File: src/rtl/if_fetch_queue.sv
// rtl/if_fetch_queue.sv - instruction fetch stage with an in-order instruction queue
// Issues word loads at fetch_pc and buffers {pc, inst} pairs for decode.
module if_fetch_queue #(
  parameter int          QUEUE_DEPTH = 4,
  parameter logic [31:0] RESET_PC    = 32'h0
) (
  input  logic        clk_in,
  input  logic        rst_in,
  input  logic        rdy_in,
  input  logic        take_jmp,
  input  logic [31:0] jmp_target,
  output logic [1:0]  IF_op,
  output logic [1:0]  IF_len,
  output logic [31:0] IF_addr,
  input  logic        IF_rdy,
  input  logic [31:0] IF_out,
  output logic        id_valid,
  output logic [31:0] id_inst,
  output logic [31:0] id_pc,
  input  logic        id_ready
);

  localparam int PW = $clog2(QUEUE_DEPTH);
  localparam int CW = PW + 1;
  localparam logic [CW-1:0] FULL = CW'(QUEUE_DEPTH);

  localparam logic [1:0] MEM_NOP  = 2'b00;
  localparam logic [1:0] MEM_LOAD = 2'b01;
  localparam logic [1:0] MEM_WORD = 2'b10;

  logic [31:0]   q_pc   [QUEUE_DEPTH];
  logic [31:0]   q_inst [QUEUE_DEPTH];
  logic [PW-1:0] head;
  logic [PW-1:0] tail;
  logic [CW-1:0] count;
  logic [31:0]   fetch_pc;
  logic          rdy_q;

  logic          resp;
  logic          push;
  logic          pop;
  logic          fwd;
  logic [PW-1:0] head_nxt;
  logic [CW-1:0] count_nxt;
  logic [31:0]   pc_nxt;

  assign IF_len = MEM_WORD;

  always_comb begin
    resp      = IF_rdy & ~rdy_q;
    push      = resp & ~take_jmp & (count < FULL);
    pop       = id_valid & id_ready & ~take_jmp;
    head_nxt  = pop ? head + PW'(1) : head;
    pc_nxt    = push ? fetch_pc + 32'd4 : fetch_pc;
    count_nxt = count;
    if (push && !pop)
      count_nxt = count + CW'(1);
    else if (pop && !push)
      count_nxt = count - CW'(1);
    // The pushed word becomes the new head when nothing else remains after the pop.
    fwd = push & (count == CW'(pop));
  end

  always_ff @(posedge clk_in) begin
    if (!rst_in && rdy_in && push) begin
      q_pc[tail]   <= fetch_pc;
      q_inst[tail] <= IF_out;
    end
  end

  always_ff @(posedge clk_in) begin
    if (rst_in) begin
      head     <= '0;
      tail     <= '0;
      count    <= '0;
      fetch_pc <= RESET_PC;
      rdy_q    <= 1'b0;
      IF_op    <= MEM_NOP;
      IF_addr  <= RESET_PC;
      id_valid <= 1'b0;
      id_inst  <= 32'h0;
      id_pc    <= 32'h0;
    end else if (rdy_in) begin
      rdy_q <= IF_rdy;
      if (take_jmp) begin
        head     <= '0;
        tail     <= '0;
        count    <= '0;
        fetch_pc <= jmp_target;
        IF_addr  <= jmp_target;
        IF_op    <= MEM_LOAD;
        id_valid <= 1'b0;
      end else begin
        head     <= head_nxt;
        tail     <= push ? tail + PW'(1) : tail;
        count    <= count_nxt;
        fetch_pc <= pc_nxt;
        IF_addr  <= pc_nxt;
        IF_op    <= (count_nxt < FULL) ? MEM_LOAD : MEM_NOP;
        id_valid <= (count_nxt != '0);
        if (count_nxt != '0) begin
          id_pc   <= fwd ? fetch_pc : q_pc[head_nxt];
          id_inst <= fwd ? IF_out : q_inst[head_nxt];
        end
      end
    end
  end

endmodule
File: config.mk
export PLATFORM = sky130hd
export DESIGN_NAME = if_fetch_queue
export DESIGN_NICKNAME = d
export VERILOG_FILES = /design/src/rtl/if_fetch_queue.sv
export SDC_FILE = /design/constraint.sdc
export NUM_CORES = 1
export LEC_CHECK = 0
export CAP_MARGIN = 20
export CORE_AREA = 8 8 195 197
export CTS_CLUSTER_DIAMETER = 40
export DETAILED_ROUTE_END_ITERATION = 8
export DIE_AREA = 0 0 203 205
export PLACE_DENSITY_LB_ADDON = 0.3
export SETUP_SLACK_MARGIN = 0.15
export SLEW_MARGIN = 20
export SYNTH_ARGS = -nofsm -noshare
export SYNTH_HDL_FRONTEND = slang
export SYNTH_SLANG_ARGS = --single-unit
File: constraint.sdc
create_clock -name clk_in -period 8.2 [get_ports clk_in]
set_clock_uncertainty 0.1 [all_clocks]
set_input_delay 0.82 -clock clk_in [delete_from_list [all_inputs] [get_ports clk_in]]
set_output_delay 0.82 -clock clk_in [all_outputs]
set_load 0.05 [all_outputs]
* Yosys cells after proc, flatten, opt, wreduce, memory -nomap -nowiden
Memories as Yosys holds them, arrays and structs flattened. Cells that the tools add are included.
Storage, ports and cells: bits in registers 107, RAM bits 256, input port bits 70, output and inout bits 101, logic and storage cells 54, memories kept 2
Memories:
- q_inst | depth 4, bits a word 32, read ports 1, clocked after Yosys merged registers in 0, wr ports 1, RTL line 32 | logic [31:0] q_inst [QUEUE_DEPTH];
- q_pc | depth 4, bits a word 32, read ports 1, clocked after Yosys merged registers in 0, wr ports 1, RTL line 31 | logic [31:0] q_pc [QUEUE_DEPTH];
Operators by class: add/sub/neg operators 5, $lt $le $gt $ge 2, equal/unequal tests 1, mux-type cells 16, bitwise gates (word level) 8, reductions and logical operators 11
Operators by type and width (count):
- $mux 32 | 4
- $add 32x3->32 const B | 1
- $mux 3 | 3
- $mux 2 | 4
- $and 1x1->1 | 6
- $lt 3x3->1 const B | 2
- $mux 1 | 5
- $add 2x1->2 const B | 2
- $logic_and 1x1->1 | 4
- $add 3x1->3 const B | 1
- $eq 3x1->1 | 1
- $logic_not 1->1 | 3
- $reduce_and 3->1 | 1
- $reduce_bool 3->1 | 1
- $sub 3x1->3 const B | 1
- $not 1->1 | 2
- $reduce_and 2->1 | 1
- $reduce_bool 2->1 | 1

* Longest topological paths before layout
Gate-level depths: netlist of the first run.
depth in word-level cells 11, gate-level depth with buffers 9, depth with buffers taken out 7

* Worst setup path before layout of the first run
Ideal clock, no wire load.
path kind input to register, start in IF_rdy, end mem q_inst[0][0], enable pin, library setup time 429 ps, data arrival time 3123 ps, required time 7671 ps, path slack 4548 ps, cell stages on the path 4, buffers on the path 1, cell sequence or3b_1 > buf_2 > nor3_1 > and2_1
On the way: longest elaborated chain between the ends 6
RTL lines:
- from (decl) | RTL line 15 | input logic IF_rdy,
- $and 1x1->1 | RTL line 50 | resp = IF_rdy & ~rdy_q;
- $and 1x1->1 (2 in series) | RTL line 51 | push = resp & ~take_jmp & (count < FULL);
- $logic_and 1x1->1 | RTL line 65 | if (!rst_in && rdy_in && push) begin
- $mux 1 | RTL line 65
- $mux 1 (not written as such) | RTL line 67 | q_inst[tail] <= IF_out;
- to (decl) | RTL line 32
Every way passes these cells.

* Final worst setup path of the first run
start in take_jmp, end reg id_inst[30]
On the way: longest elaborated chain between the ends 9, elaborated cells on any way between the ends 17, those cells by class 1 x eq/ne; 4 x mux; 5 x bitwise; 6 x reduce/logical; 1 x memory
RTL lines:
- from (decl) | RTL line 10 | input logic take_jmp,
- $not 1->1 (no line) (*)
- $and 1x1->1 (2 in series) | RTL line 51
- $logic_not 1->1 | RTL line 58 | else if (pop && !push)
- $logic_and 1x1->1 | RTL line 58
- $mux 3 | RTL line 58
- $mux 3 | RTL line 56 | if (push && !pop)
- $reduce_bool 3->1 | RTL line 101 | if (count_nxt != '0) begin
- $reduce_and 3->1 (no line)
- to (signal assigned) | RTL line 103 | id_inst <= fwd ? IF_out : q_inst[head_nxt];
- to (decl) | RTL line 18 | output logic [31:0] id_inst,
Every way passes the cells marked *; elsewhere a longest branch is shown, timed or not. A chain may end at the register's enable or synchronous reset.

==> results of run 1 <==
==> registers in the layout (all words and copies together), names as in the netlist <==
name and cells:
id_valid 1, id_pc 32, id_inst 32, IF_op 1, fetch_pc 32, rdy_q 1, q_inst 128, head 2
count 3, tail 2, q_pc 128
==> metrics by stage <==
| step | std cells | total power [mW] | area [um2] | setup WS, ps |
|---|---|---|---|---|
| 3_5_place_dp | 1696 | 2.48 | 17400 | 3560 |
| 6_report | 1780 | 4.39 | 19000 | 4120 |
| 4_1_cts | 1778 | 4.44 | 18900 | 4130 |
| 5_1_grt | 1780 | 4.53 | 19000 | 3900 |
| 2_1_floorplan | 1134 | 2.32 | 15400 | 4550 |
| 3_3_place_gp | 1696 | 2.47 | 17400 | 3610 |
==> cell type report <==
cell class	instances	area (um2)	area share
inverter	74	278	0.0146
sequential	362	9810	0.517
tap	461	577	0.0304
multi-input combinational	618	5000	0.263
clock buffer	59	1260	0.0665
timing repair buffer	183	1820	0.0957
clock inverter	23	240	0.0127
==> synthesized netlist by cell type (all sizes together), types with 14 or more instances <==
| master | instances | share of area |
|---|---|---|
| a211oi | 14 | 0.0068 |
| a21oi | 25 | 0.0084 |
| buf | 31 | 0.014 |
| clkbuf | 49 | 0.012 |
| dfxtp | 106 | 0.14 |
| edfxtp | 256 | 0.50 |
| inv | 74 | 0.018 |
| mux2 | 130 | 0.095 |
| nand2 | 33 | 0.0080 |
| nand3 | 18 | 0.0058 |
| nor2 | 89 | 0.022 |
| nor3 | 18 | 0.0058 |
| o21ai | 24 | 0.0080 |
| o22ai | 69 | 0.028 |
| o32ai | 66 | 0.066 |
==> cells by family (layout without fill, tap and decap cells) <==
family	Yosys count	count (layout)
AOI/OAI and AO/OA	251	251
xor gates and xnor gates	3	3
adders and majority gates	7	7
buffers and inverters	154	339
DFF	362	362
muxes	134	134
other	2	3
and+or+nand+nor	220	220
==> critical path, stage by stage <==
cell and delay [ps]:
clkdlybuf4s50_1 450, buf_4 430, nand3b_2 330, xor2_4 770
buf_4 670, mux2_2 410, o22ai_1 210, o32ai_2 110
==> worst min-delay path by stage <==
stage,startpoint,endpoint,slack (ps),cells after the start
after floorplan,count[1],count[1],370,2
after global placement,id_pc[29],id_pc[29],350,2
after detailed placement,id_pc[29],id_pc[29],350,2
after CTS,id_pc[29],id_pc[29],360,2
after global routing,id_pc[27],id_pc[27],390,2
final,id_pc[27],id_pc[27],360,2
==> layer usage <==
metal,GRT usage,vias to the layer above
li1,-,4660
met1,0.237,4980
met2,0.299,335
met3,0.0398,55
met4,0.0430,2
met5,0,-
==> report_power, final <==
| group | total, mW | leakage [nW] | switching [mW] | internal, mW |
|---|---|---|---|---|
| combinational | 0.395 | 2.41 | 0.247 | 0.148 |
| clock | 1.96 | 0.720 | 0.764 | 1.19 |
| sequential | 2.04 | 3.23 | 0.0501 | 1.99 |
| total | 4.39 | 6.37 | 1.06 | 3.33 |
==> summary.md, run 1 <==
| Metric | Value |
|---|---|
| Outcome | finished clean |
| Uppermost layer routed | met5 |
| R2r endpoint | id_pc[25] |
| Max Cap Viol | 0 |
| Power Dens Cells | 232 mW/mm2 |
| CTS sink cnt | 362 |
| RePlAce Congestion | 0.835 |
| WHS | 361 ps |
| CTS Buffer Depth | 3 |
| Kind of critical path | in -> reg |
| TNS Setup | 0 ps |
| Skew-Pair Late Insertion Delay | 530 ps |
| Clock period minus worst slack | 4080 ps |
| Met2 wire length | 18400 um |
| H-tree Lvls | 2 |
| Via count | 10000 |
| Cell depth of the worst flop-to-flop path | 6 |
| Post-Synthesis Cells | 1133 |
| DRC viols | 0 |
| Actual slew at the worst max-slew pin | 1080 ps |
| Slew headroom | 0.279 |
| Total congestion overflow | 0 |
| Pleak | 6.37 nW |
| Arr. time, crit path | 4340 ps |
| Synth warnings | 0 |
| Initial DRC Count | 705 |
| Start point of the critical path | take_jmp |
| Post-synthesis sequential area ratio | 0.636 |
| Pre-antenna DRT Iters | 5 |
| EDFF count, synth | 256 |
| Inserted Diodes | 0 |
| Adder-cell area share of the yosys netlist | 0.00568 |
| Die X | 203 um |
| Tcrit/Tclk final | 0.497 |
| Xor/xnor share of the synthesized area | 0.00219 |
| Most frequent cells in the layout | 256 x edfxtp_1, 167 x clkdlybuf4s50_1, 129 x mux2_2, 106 x dfxtp_1, 89 x nor2_1 |
| RR Startpoint | id_valid |
| Final Util | 0.543 |
| Required time of the critical path | 8460 ps |
| CTS buffer count | 46 |
| Vias per cell | 5.64 |
| WL per Instance | 21.6 um |
| Largest family of logic cells by synthesized area | compound AO/OA/AOI/OAI gates |
| Hold Crit Class | reg -> reg |
| Count of input and output buffers | 167 |
| Setup violation total in the final timing report | 0 |
| Clk root buf | clkbuf_16 |
| Simple-Gate Fraction of Synth Area | 0.0695 |
| Startpoint Class | input port |
| Core area | 0.0350 mm2 |
| Die H | 205 um |
| Drt total wl | 38500 um |
| Mux contribution to synthesized area | 0.0978 |
| Netlist cell types | 67 |
| I/O pins | 171 |
| Antenna viol nets, final | 0 |
| Final Slew Violations | 0 |
| RSZ-0062 raised after global routing | no |
| TritonCTS clock tree | done |
| First-pass GRT wire length | 59200 um |
| Register-to-register setup slack | 4570 ps |
| Number of hold violations in the final report | 0 |
| Most common cell after layout, fill and taps aside | edfxtp_1 |
| Met3 routed WL | 2680 um |
| Initial antenna violation count | 1 |
| Syn avg cell area | 13.6 um2 |
| Reg clk slew, reported paths | 50 ps |
| Yosys reg bits | 362 |
| Post-Syn Area | 0.0154 mm2 |
| Number of cell rows | 69 |
| Synth Area in Compound Gates | 0.144 |
| VDD IR max | 0.000128 V |
| CP max FO | 54 |
| Initial Utilization | 0.441 |
| Overall Global Routing Usage | 0.179 |
| Layout cells sized above 1 | 0.222 |
| P&R area growth vs syn | 23.1% |
| Nets@finish | 1362 |
| # resized after CTS | 0 |
| HPWL after DPL | 22200 um |
| Fill count | 2892 |
| Met1 WL | 16800 um |
| Largest net degree at the start of global routing | 65 |
| Crit path capture type | register |
| Synth async-reset ratio | 0 |
| Die area | 0.0416 mm2 |
| Synth Flop Type | edfxtp_1 |
| CP endpoint | id_inst[30] |
| Cts hold-fix bufs | 0 |
| Highest Clock Rate | 245 MHz |
| Vias in the first global route | 10200 |
| Postcts setup bufs | 0 |
No activity file was read; power rests on OpenSTA's default activity.
==> run 2: changes to the inputs <==
==> constraint.sdc (replaced) <==
create_clock -name clk_in -period 3.43 [get_ports clk_in]
set_clock_uncertainty 0.1 [all_clocks]
set_input_delay 0.343 -clock clk_in [delete_from_list [all_inputs] [get_ports clk_in]]
set_output_delay 0.343 -clock clk_in [all_outputs]
set_load 0.05 [all_outputs]
==> summary.md, run 2 (synthesis results as in run 1) <==
| Metric | Value |
|---|---|
| Layout cells sized above 1 | 0.244 |
| CTS Buffer Depth | 3 |
| Final Util | 0.559 |
| Setup WS pre-CTS | 267 ps |
| RePlAce Congestion | 0.841 |
| Die area | 0.0416 mm2 |
| Fin worst setup slack | 712 ps |
| Crit path capture type | register |
| Kind of critical path | reg -> reg |
| Inserted Diodes | 0 |
| Via count | 10200 |
| Crit-path cells | or3b_1 -> mux2_4 -> o21ai_2 -> a21o_4 -> buf_4 -> o32ai_2 |
| Die H | 205 um |
| WHS | 299 ps |
| Required time of the critical path | 3730 ps |
| Max Cap Viol | 0 |
| HPWL after DPL | 24300 um |
| Post-route non-filler standard cell count | 1815 |
| Antenna viol nets, final | 0 |
| WL per Instance | 21.7 um |
| Total congestion overflow | 0 |
| CTS sink cnt | 362 |
| Initial DRC Count | 779 |
| Postcts setup bufs | 0 |
| Tcrit/Tclk final | 0.793 |
| Initial antenna violation count | 0 |
| VDD IR max | 0.000347 V |
| Actual slew at the worst max-slew pin | 881 ps |
| I/O pins | 171 |
| Setup violation total in the final timing report | 0 |
| Number of cell rows | 69 |
| Cts hold-fix bufs | 0 |
| Hold Crit Class | in -> reg |
| Drt total wl | 39400 um |
| Design area | 0.0195 mm2 |
| Nets@finish | 1393 |
| Slew headroom | 0.413 |
| DP Cell Count | 1728 |
| P&R area growth vs syn | 26.7% |
| Vias in the first global route | 10500 |
| Final total power | 11.0 mW |
| Final Slew Violations | 0 |
| Power Dens Cells | 562 mW/mm2 |
| Reg clk slew, reported paths | 60 ps |
| Initial Utilization | 0.441 |
| Count of input and output buffers | 167 |
| Post-DP Area | 0.0179 mm2 |
| Arr. time, crit path | 3020 ps |
| CP max FO | 18 |
| Startpoint Class | register |
| Register-to-register setup slack | 710 ps |
| Most frequent cells in the layout | 256 x edfxtp_1, 167 x clkdlybuf4s50_1, 129 x mux2_2, 106 x dfxtp_1, 89 x nor2_1 |
| # resized after CTS | 0 |
| Clk root buf | clkbuf_16 |
| RSZ-0062 raised after global routing | no |
| H-tree Lvls | 2 |
| Pre-antenna DRT Iters | 7 |
| Die X | 203 um |
| Overall Global Routing Usage | 0.185 |
| Most common cell after layout, fill and taps aside | edfxtp_1 |
| Vias per cell | 5.62 |
| Outcome | finished clean |
| Clock period minus worst slack | 2720 ps |
| TNS Setup | 0 ps |
| Skew-Pair Late Insertion Delay | 540 ps |
| Number of hold violations in the final report | 0 |
| Core area | 0.0350 mm2 |
| Largest net degree at the start of global routing | 71 |
| TritonCTS clock tree | done |
| Max incr delay on CP | 560 ps |
| Regs by FF count | q_inst (128), q_pc (128) |
| Highest Clock Rate | 368 MHz |
| First-pass GRT wire length | 61200 um |
| Slowest cell on crit path | or3b_1 |
| CTS buffer count | 47 |
| DRC viols | 0 |
| Pleak | 6.67 nW |
[run 2: worst paths after layout]
| kind | depth (start not counted) | endpoint | startpoint |
|---|---|---|---|
| setup / recovery | 6 | id_pc[25] | count[2] |
| hold / removal | 3 | fetch_pc[0] | jmp_target[0] |
| setup reg to reg | 6 | id_pc[25] | count[2] |
| hold reg to reg | 2 | id_pc[28] | id_pc[28] |
[run 2: per-layer routing]
layer	GRT usage	part of all wire	wire (um)
met1	0.244	0.44	17400
met2	0.306	0.47	18700
met3	0.0411	0.066	2610
met4	0.0521	0.018	694
met5	0	0	0
[run 2: final cells by class]
cell class                      instances  area (um2)
Inverter                               74         278
Sequential cell                       362        9810
Timing Repair Buffer                  213        2200
Clock inverter                         30         379
Clock buffer                           57        1300
Tap cell                              461         577
Fill cell                            2837       15400
Multi-Input combinational cell        618        5000
[run 2: power breakdown]
part / switching (mW) / internal [mW] / leakage, nW
clock network: 1.91 / 3.20 / 0.811
logic: 0.629 / 0.381 / 2.62
registers: 0.0986 / 4.76 / 3.23
total: 2.64 / 8.34 / 6.67
[run 2: critical path: cells and delay by family, from the launching register on]
family                 cells  cell delay [ps]
AOI/OAI and AO/OA          3              830
buffers and inverters      1              320
DFF                        1              380
muxes                      1              380
and+or+nand+nor            1              560
==> run 3: changes to the inputs <==
==> constraint.sdc (replaced) <==
create_clock -name clk_in -period 2.6 [get_ports clk_in]
set_clock_uncertainty 0.1 [all_clocks]
set_input_delay 0.26 -clock clk_in [delete_from_list [all_inputs] [get_ports clk_in]]
set_output_delay 0.26 -clock clk_in [all_outputs]
set_load 0.05 [all_outputs]
==> summary.md, run 3 (synthesis results as in run 1) <==
| Metric | Value |
|---|---|
| Outcome | finished clean |
| TNS Setup | 0 ps |
| RePlAce Congestion | 0.887 |
| H-tree Lvls | 2 |
| Hold Crit Class | in -> reg |
| I/O pins | 171 |
| Total congestion overflow | 0 |
| Cell depth of the worst flop-to-flop path | 8 |
| Met1 GRT Util | 0.255 |
| Highest Clock Rate | 420 MHz |
| Number of cell rows | 69 |
| Post-route non-filler standard cell count | 1873 |
| Skew-Pair Late Insertion Delay | 540 ps |
| Tcrit/Tclk final | 0.916 |
| Post-DP Area | 0.0185 mm2 |
| Vias in the first global route | 10700 |
| Setup WS pre-CTS | -85.3 ps |
| RR Startpoint | count[0] |
| Vias per cell | 5.58 |
| HP Start | jmp_target[2] |
| RSZ-0062 raised after global routing | no |
| Initial DRC Count | 657 |
| Clk root buf | clkbuf_16 |
| Actual slew at the worst max-slew pin | 599 ps |
| Largest delay share family, worst path | buffers and inverters |
| Startpoint Class | register |
| Final total power | 14.5 mW |
| Die area | 0.0416 mm2 |
| Most common cell after layout, fill and taps aside | edfxtp_1 |
| Largest net degree at the start of global routing | 51 |
| P&R area growth vs syn | 30.5% |
| Design area | 0.0201 mm2 |
| CTS buffer count | 48 |
| Regs by FF count | q_inst (128), q_pc (128) |
| DP Cell Count | 1783 |
| Initial Utilization | 0.441 |
| Fin worst setup slack | 217 ps |
| CP max FO | 11 |
| WP depth | 1 |
| VDD IR max | 0.000438 V |
| Drt total wl | 39900 um |
| Register-to-register setup slack | 290 ps |
| Slowest cell on crit path | clkdlybuf4s50_1 |
| Slew headroom | 0.599 |
| Kind of critical path | reg -> out |
| Pleak | 7.02 nW |
| Inserted Diodes | 0 |
| Required time of the critical path | 2240 ps |
| Crit-path cells | clkdlybuf4s50_1 |
| HPWL after DPL | 25800 um |
| M3 GR Usage | 0.0330 |
| R2r endpoint | id_inst[8] |
| Via count | 10500 |
| Core area | 0.0350 mm2 |
| Final Slew Violations | 0 |
| Clock period minus worst slack | 2380 ps |
| Max Cap Viol | 0 |
| Hold path depth | 3 |
| WHS | 253 ps |
| Final Util | 0.576 |
| Setup violation total in the final timing report | 0 |
| Overall Global Routing Usage | 0.187 |
| Arr. time, crit path | 2020 ps |
| Pre-antenna DRT Iters | 7 |
| DRC viols | 0 |
| Antenna viol nets, final | 0 |
| GR Layer Usage met2 | 0.305 |
| Max incr delay on CP | 900 ps |
| CTS Buffer Depth | 3 |
| CTS sink cnt | 362 |
| GRT Max-Usage Layer | met2 |
| Power Dens Cells | 720 mW/mm2 |
| Reg clk slew, reported paths | 50 ps |
| Crit path capture type | output pin |
| Layout cells sized above 1 | 0.274 |
| Die X | 203 um |
| Nets@finish | 1449 |
| Most frequent cells in the layout | 256 x edfxtp_1, 164 x clkdlybuf4s50_1, 129 x mux2_2, 105 x dfxtp_1, 89 x nor2_1 |
| TritonCTS clock tree | done |
| Number of hold violations in the final report | 0 |
| Count of input and output buffers | 167 |
| Initial antenna violation count | 0 |
| Die H | 205 um |
| Buf/Inv on CP | 1 |
| WL per Instance | 21.3 um |
| Postcts setup bufs | 0 |
| Hold EP | fetch_pc[2] |
| First-pass GRT wire length | 61700 um |
run 3: layer usage:
| layer | wire, um | up-vias |
|---|---|---|
| li1 | - | 4816 |
| met1 | 17900 | 5242 |
| met2 | 18800 | 352 |
| met3 | 2520 | 50 |
| met4 | 687 | 0 |
| met5 | 0 | - |
run 3: report_power, final:
part	switching (mW)	internal [mW]	leakage [nW]
Combinational	0.884	0.579	3.01
Clock	2.50	4.15	0.774
Sequential	0.0952	6.29	3.24
Total	3.48	11.0	7.02
run 3: layout make-up:
cell class | count | area [um2]
Clock buffer | 57 | 1280
Clock inverter | 33 | 374
Fill cell | 2769 | 14800
Inverter | 74 | 278
Multi-Input combinational cell | 618 | 5020
Sequential cell | 362 | 9810
Tap cell | 461 | 577
Timing Repair Buffer | 268 | 2800
run 3: repair_timing:
action                                  4_1_cts  5_1_grt
hold buffers                                  0        0
cloned                                        0        0
endpoints found under the hold margin         0        0
resized for setup                             1        6
pin swaps                                     0        1
endpoints found under the setup margin       34       63
run 3: worst max path at each step:
stage | from | endpoint | slack (ps)
global route | count[0] | id_pc[29] | 150
detailed placement | IF_rdy | id_pc[29] | -90
global placement | IF_rdy | id_pc[27] | -50
CTS | fetch_pc[29] | IF_addr[29] | 150
finish | fetch_pc[8] | IF_addr[8] | 220
floorplan | count[2] | q_inst[0][0] | 80
